[config.mk]
export PLATFORM = sky130hd
export DESIGN_NAME = branch_pc_unit
export DESIGN_NICKNAME = d
export VERILOG_FILES = /design/src/rtl/branch_pc_unit.sv
export SDC_FILE = /design/constraint.sdc
export NUM_CORES = 1
export LEC_CHECK = 0
export BUFFER_PORTS_ARGS = -buffer_cell sky130_fd_sc_hd__buf_2
export CAP_MARGIN = 40
export CORE_AREA = 2 2 99 101
export CTS_CLUSTER_DIAMETER = 50
export DETAILED_ROUTE_END_ITERATION = 8
export DIE_AREA = 0 0 101 103
export GPL_ROUTABILITY_DRIVEN = 0
export GPL_TIMING_DRIVEN = 1
export HOLD_SLACK_MARGIN = 0.05
export PLACE_DENSITY = 0.82
export SYNTH_ARGS = -nofsm -noshare
export SYNTH_HDL_FRONTEND = slang
export SYNTH_SLANG_ARGS = --single-unit
[constraint.sdc]
create_clock -name clock -period 3.37 [get_ports clock]
set_input_delay 0.5055 -clock clock [delete_from_list [all_inputs] [get_ports clock]]
set_output_delay 0.5055 -clock clock [all_outputs]
set_load 0.02 [all_outputs]
[src/rtl/branch_pc_unit.sv]
// Program counter with increment/load and a conditional-branch sequencer around the condition flip-flop.
// Latency: inc/load visible 1 cycle after the sampling edge; a branch takes 4 cycles from start to new PC.
// Backpressure: none; pc_load/pc_inc/br_start are accepted only while idle and are dropped while busy.
module branch_pc_unit #(
    parameter logic [31:0] PC_RESET = 32'h0000_0000,
    parameter int          OFFSET_W = 19
) (
    input  logic        clock,
    input  logic        clear_n,
    input  logic [31:0] busIn,
    input  logic [31:0] ir,
    input  logic        pc_load,
    input  logic        pc_inc,
    input  logic        br_start,
    input  logic        con_flag,
    output logic        con_in,
    output logic [31:0] pc,
    output logic        busy,
    output logic        br_done,
    output logic        br_taken
);

    typedef enum logic [1:0] {
        IDLE   = 2'd0,
        EVAL   = 2'd1,
        SAMPLE = 2'd2,
        UPDATE = 2'd3
    } state_t;

    state_t      state, state_next;
    logic [31:0] pc_r, pc_next;
    logic [31:0] offset_r;
    logic [31:0] offset_sext;
    logic        taken_r;
    logic        offset_cap;
    logic        taken_cap;

    // Only the C field of the IR matters here; the opcode/condition bits feed the condition flip-flop.
    logic unused_ir;
    assign unused_ir = ^ir;

    assign offset_sext = {{(32-OFFSET_W){ir[OFFSET_W-1]}}, ir[OFFSET_W-1:0]};

    // State, PC, latched offset and sampled condition.
    always_ff @(posedge clock or negedge clear_n) begin
        if (!clear_n) begin
            state    <= IDLE;
            pc_r     <= PC_RESET;
            offset_r <= 32'd0;
            taken_r  <= 1'b0;
        end else begin
            state <= state_next;
            pc_r  <= pc_next;
            if (offset_cap) begin
                offset_r <= offset_sext;
            end
            if (taken_cap) begin
                taken_r <= con_flag;
            end
        end
    end

    // Next-state, PC update and strobes; inc/load in the start cycle still apply, so the target is PC+1+C.
    always_comb begin
        state_next = state;
        pc_next    = pc_r;
        con_in     = 1'b0;
        busy       = 1'b1;
        br_done    = 1'b0;
        offset_cap = 1'b0;
        taken_cap  = 1'b0;
        case (state)
            IDLE: begin
                busy = 1'b0;
                if (pc_load) begin
                    pc_next = busIn;
                end else if (pc_inc) begin
                    pc_next = pc_r + 32'd1;
                end
                if (br_start) begin
                    offset_cap = 1'b1;
                    state_next = EVAL;
                end
            end
            EVAL: begin
                con_in     = 1'b1;
                state_next = SAMPLE;
            end
            SAMPLE: begin
                taken_cap  = 1'b1;
                state_next = UPDATE;
            end
            UPDATE: begin
                br_done = 1'b1;
                if (taken_r) begin
                    pc_next = pc_r + offset_r;
                end
                state_next = IDLE;
            end
            default: begin
                state_next = IDLE;
            end
        endcase
    end

    assign pc       = pc_r;
    assign br_taken = taken_r;

endmodule
Word-level counts from Yosys, hierarchy flattened
Cells that the tools add are included.
- $add $sub $neg: 2
- equal/unequal tests: 6
- reduce and logical (&&, ||, !) cells: 3
- muxes and demuxes: 12
- operators by type and width (kind ; count):
    32-bit two-way mux ; 3
    32-bit one-hot mux with 2 select lines ; 1
    32-bit by 1-bit adder with 32-bit output, second input constant ; 1
    32-bit adder ; 1
    2-bit one-hot mux with 4 select lines ; 1
    1-bit two-way mux ; 6
    2-bit equality test, second input constant ; 2
    2-bit inequality test, second input constant ; 2
    3-bit inequality test, second input constant ; 1
    3-bit AND reduction ; 1
    2-bit by 1-bit equality test with 1-bit output, second input constant ; 1
    2-bit logical NOT ; 1
    2-bit two-way mux ; 1
    2-bit nonzero test ; 1
- register bits after elaboration: 54
- output and inout port bits: 36
- logic and storage cells: 27

Longest topological paths before layout
- depth after elaboration: 4
- mapped depth: 11
- depth with buffers taken out: 11

Least setup slack after synthesis
Ideal clock, no wire load.
- path kind: reg-to-reg
- start point: register pc_r[0] (netlist: pc[0])
- end point: register pc_r[30] (netlist: pc[30])
- arrival: 3005 ps
- stages on the path, launching flop included: 12
- buffers on the path: 0
- required time: 3226 ps
- setup time: 144 ps
- setup slack: 222 ps
- path through: dfrtp_1 -> ha_1 -> fa_1 -> a21o_1 -> a221oi_4 -> a221oi_2 -> a211o_1 -> a32o_2 -> o41ai_4 -> o31a_1 -> xor2_1 -> o221ai_1
- word-level cells in the longest chain between the ends: 4
- ends and longest elaborated chain (item ; RTL line ; RTL):
    start: declaration ; 31 ; logic [31:0] pc_r, pc_next;
    start signal: assignment ; 53 ; pc_r <= pc_next;
    32-bit by 1-bit adder with 32-bit output ; 78 ; pc_next = pc_r + 32'd1;
    32-bit two-way mux ; 77 ; end else if (pc_inc) begin
    32-bit two-way mux ; 75 ; if (pc_load) begin
    32-bit one-hot mux with 2 select lines (*) ; 72 ; case (state)
Every way passes the cells marked *; elsewhere a longest branch is shown, timed or not. The select of a mux whose other input is x is not followed.
A chain may end at the register's enable or synchronous reset.

Worst setup path after layout
Ends and elaborated chain as after synthesis.

==> implementation parameters <==
Parameter                              Value

Routing
  Routed length per instance    about 17 um
  Post-detailed-route DRC marker count    0
  Final wirelength    13200 um
  Vias per cell    6.18
  Initial DRC Count    340
  Vias    between 4000 and 5000
  Post-route ant nets    0
  Pre-antenna DRT Iters    5

Synth
  Number of enable-type register cells in the synthesized netlist    0
  Synthesized netlist cell count    573
  Number of distinct library cells after synthesis    51
  Share of the yosys chip area belonging to registers    0.285
  Number of flip-flops and latches in the synthesized netlist    between 50 and 60
  Number of nets produced by synthesis    slightly below 700
  Count of synthesis-stage warnings from yosys    0
  Mean instance size in the synthesized netlist    between 8 and 9 um2
  Post-synthesis async set-or-reset flop share    1.00
  Leading register cell type out of synthesis    sky130_fd_sc_hd__dfrtp_1
  Post-synth design cell area    4740 um2

Global route
  Vias in the first global route    roughly 4500
  Aggregate global routing overflow    0
  Antenna violations before repair    0
  First-pass GRT wire length    21500 um
  Largest net degree at the start of global routing    63
  All-layer global routing usage    0.253

Setup path
  Delay of the slowest cell on the worst path    0.43 ns
  Type of destination of the critical path    flip-flop
  Worst EP required    3.55 ns
  Kind of critical path    flip-flop to flip-flop
  Reg2Reg Capture Point    pc[30]$_DFFE_PN0P_
  Worst-path maximum fanout    4
  Crit-path cells    ha_1 -> fa_1 -> a21o_1 -> a221oi_4 -> a221oi_2 -> a211o_1 -> a32o_2 -> o41ai_4 -> o31a_1 -> xor2_1 -> o221ai_1
  Data arrival at the endpoint of the critical path    3.36 ns
  Source of the worst register-to-register timing path    pc[0]$_DFFE_PN0P_
  Number of buffer and inverter instances along the worst setup path    0
  Cell count of the worst reg-to-reg path    11
  Cell type of the slowest stage on the worst timing path    sky130_fd_sc_hd__fa_1
  Critical path startpoint category    flip-flop
  R2r setup slk    0.19 ns
  CP delay by family, top    compound AO/OA/AOI/OAI gates

Power
  Power density over the cells    1200 nW/um2
  Switch share    0.523
  Internal power contribution    3.12 mW
  Comb power frac    0.726
  Worst IR Drop VDD    ~0.00053 V
  Sequential share of power    0.214
  Leak pwr    2.56 nW
  Portion of total power attributed to the clock network    0.061
  Switching power of the nets    3.43 mW

Run
  Max-capacitance violation count    0

Die
  I/O pin cnt    106
  Placeable Area    9460 um2
  Die ar.    10400 um2
  Initial standard-cell utilization of the core    0.501
  Die Y    slightly above 100 um
  Site row count    36
  Horizontal extent of the die    101 um

Timing
  Worst Skew    0.0137 ns
  Peak clock frequency supported by timing    ~0.31 GHz
  Setup violation total in the final timing report    0
  Crit share post-route    0.943
  Final Hold Vio Count    0
  Max-Slew Margin vs Limit    0.550
  Unrepaired setup endpoints after global routing    false
  Final sum of negative setup slack    0 ns
  Post-layout min period    between 3 and 4 ns
  Total count of max-transition violations in the final report    0
  Worst Tran Pin Value    0.675 ns

Finish
  Final instance count without filler cells    about 780
  Layout cells sized above 1    0.213
  Total Nets Final    about 770
  Signed area change from the synthesized netlist to the final layout    14.9%
  Number of diodes added for antenna fixing    0

Place
  Inst Count DP    767
  DPL Wire Length    ~9700 um
  Number of buffers inserted by port buffering    a little over 90

Worst hold path
  HP Class    input pin to async pin

Clocking
  Clock slew at the register clock pins of the worst setup and hold paths    ~0.11 ns
  Post-CTS Setup Repair Bufs    0
  Clock latency on the worst-skew pair    0.32 ns
  Buffer type at the clock tree root    sky130_fd_sc_hd__clkbuf_8
  Clock tree buffer depth    2
  Clock Sinks    54
  Clock buffers created by TritonCTS    5
  Count of H-tree levels built during CTS    2
  TritonCTS clock tree    built

Status
  Status    complete, no violations
## final cells by class
cell class	instances	area (um2)
fillers	861	4020
flip-flops and latches	54	1350
clock inverters	1	5.00
repair buffers	105	566
well taps	114	143
multi-input cells	482	3250
clock buffers	7	86.3
inverters	12	45.0
## synth_stat cells (3+ instances only)
master                     number  area, um2
sky130_fd_sc_hd__nor2_1        50        188
sky130_fd_sc_hd__o21a_1         7       52.6
sky130_fd_sc_hd__and3_1        10       62.6
sky130_fd_sc_hd__ha_1          36        450
sky130_fd_sc_hd__a21o_1        17        128
sky130_fd_sc_hd__o21bai_1       4       30.0
sky130_fd_sc_hd__o211ai_1       3       22.5
sky130_fd_sc_hd__nand2_1       64        240
sky130_fd_sc_hd__a211oi_1       3       22.5
sky130_fd_sc_hd__a22oi_1        4       30.0
sky130_fd_sc_hd__a21oi_1       58        290
sky130_fd_sc_hd__a32oi_1        4       35.0
sky130_fd_sc_hd__mux2_2        21        236
sky130_fd_sc_hd__xor2_1        23        201
sky130_fd_sc_hd__nand2b_1       5       31.3
sky130_fd_sc_hd__a31oi_1        4       25.0
sky130_fd_sc_hd__xnor2_1       27        236
sky130_fd_sc_hd__or3_1          3       18.8
sky130_fd_sc_hd__nand4_1       10       62.6
sky130_fd_sc_hd__mux2i_1        9       90.1
sky130_fd_sc_hd__o21ai_0       56        280
sky130_fd_sc_hd__nor3_1         6       30.0
sky130_fd_sc_hd__inv_1         12       45.0
sky130_fd_sc_hd__nor4_1         4       25.0
sky130_fd_sc_hd__nand3_1       15       75.1
sky130_fd_sc_hd__o221ai_1       8       70.1
sky130_fd_sc_hd__clkbuf_1      25       93.8
sky130_fd_sc_hd__dfrtp_1       54       1350
## per-layer routing
metal,part of all wire,vias up,global-route usage
met3,0.080,36,0.0332
met5,0,-,0
met4,0.021,0,0.0593
li1,-,2266,-
met1,0.43,2262,0.345
met2,0.46,228,0.432
## flip-flops by register name, indices dropped and copies added (netlist names)
signal    flops
br_taken      1
offset_r     19
pc           32
state         2
## worst reg2reg max path: cells and delay by family (launching register included)
| family | cells | cell delay (ns) |
|---|---|---|
| AO/OA/AOI/OAI | 8 | 1.81 |
| adder cells (fa/ha/maj) | 2 | 0.67 |
| flip-flops | 1 | 0.39 |
| XOR/XNOR | 1 | 0.17 |
## placed cells by master (no fill, tap or decap), types with 17 or more instances in the layout
master	n
sky130_fd_sc_hd__buf_2	92
sky130_fd_sc_hd__mux2_2	21
sky130_fd_sc_hd__a21oi_1	58
sky130_fd_sc_hd__o21ai_0	55
sky130_fd_sc_hd__dfrtp_1	54
sky130_fd_sc_hd__nand2_1	64
sky130_fd_sc_hd__nor2_1	50
sky130_fd_sc_hd__xnor2_1	27
sky130_fd_sc_hd__ha_1	36
sky130_fd_sc_hd__a21o_1	17
sky130_fd_sc_hd__xor2_1	23
## metrics by stage
| stage | utilization | power (mW) | worst slack, ns | hold WS (ns) | cell area (um2) |
|---|---|---|---|---|---|
| 6_report | 0.575 | 6.55 | 0.193 | 0.215 | 5440 |
| 4_1_cts | 0.575 | 6.48 | 0.216 | 0.239 | 5440 |
| 3_3_place_gp | 0.564 | 5.86 | 0.350 | 0.494 | 5340 |
| 5_1_grt | 0.575 | 7.10 | 0.0610 | 0.251 | 5440 |
| 2_1_floorplan | - | 4.89 | 0.222 | 0.210 | 4740 |
| 3_5_place_dp | 0.566 | 6.05 | 0.228 | 0.502 | 5350 |
## power groups by stage
stage	Clock, mW	Sequential (mW)	Combinational, mW
CTS	0.403	1.39	4.69
finish	0.397	1.40	4.76
global route	0.426	1.45	5.23
detailed placement	0	1.41	4.64
floorplan	0	1.53	3.35
global placement	0	1.39	4.47
## cell families (layout without fill, tap and decap cells)
| family | count (synthesis) | after routing | synth area share |
|---|---|---|---|
| and+or+nand+nor | 178 | 178 | 0.172 |
| muxes | 30 | 30 | 0.0690 |
| xor gates and xnor gates | 50 | 50 | 0.0925 |
| DFF | 54 | 54 | 0.285 |
| AOI/OAI and AO/OA | 187 | 187 | 0.253 |
| buffers and inverters | 37 | 125 | 0.0293 |
| adders and majority gates | 37 | 37 | 0.0993 |
## worst max-delay path by stage
stage	startpoint	endpoint	slack, ns	cells after the start
3_5_place_dp	pc[0]$_DFFE_PN0P_	pc[30]$_DFFE_PN0P_	0.23	11
5_1_grt	pc[0]$_DFFE_PN0P_	pc[30]$_DFFE_PN0P_	0.06	11
2_1_floorplan	pc[0]$_DFFE_PN0P_	pc[30]$_DFFE_PN0P_	0.22	11
4_1_cts	pc[0]$_DFFE_PN0P_	pc[30]$_DFFE_PN0P_	0.22	11
3_3_place_gp	pc[0]$_DFFE_PN0P_	pc[26]$_DFFE_PN0P_	0.35	11
6_report	pc[0]$_DFFE_PN0P_	pc[30]$_DFFE_PN0P_	0.19	11
## repair_timing
action	4_1_cts	5_1_grt
hold endpoints to repair	0	0
endpoints found under the setup margin	0	1
hold buffers	0	0
gates resized for setup	0	1
Power figures use the tool's default switching activity.
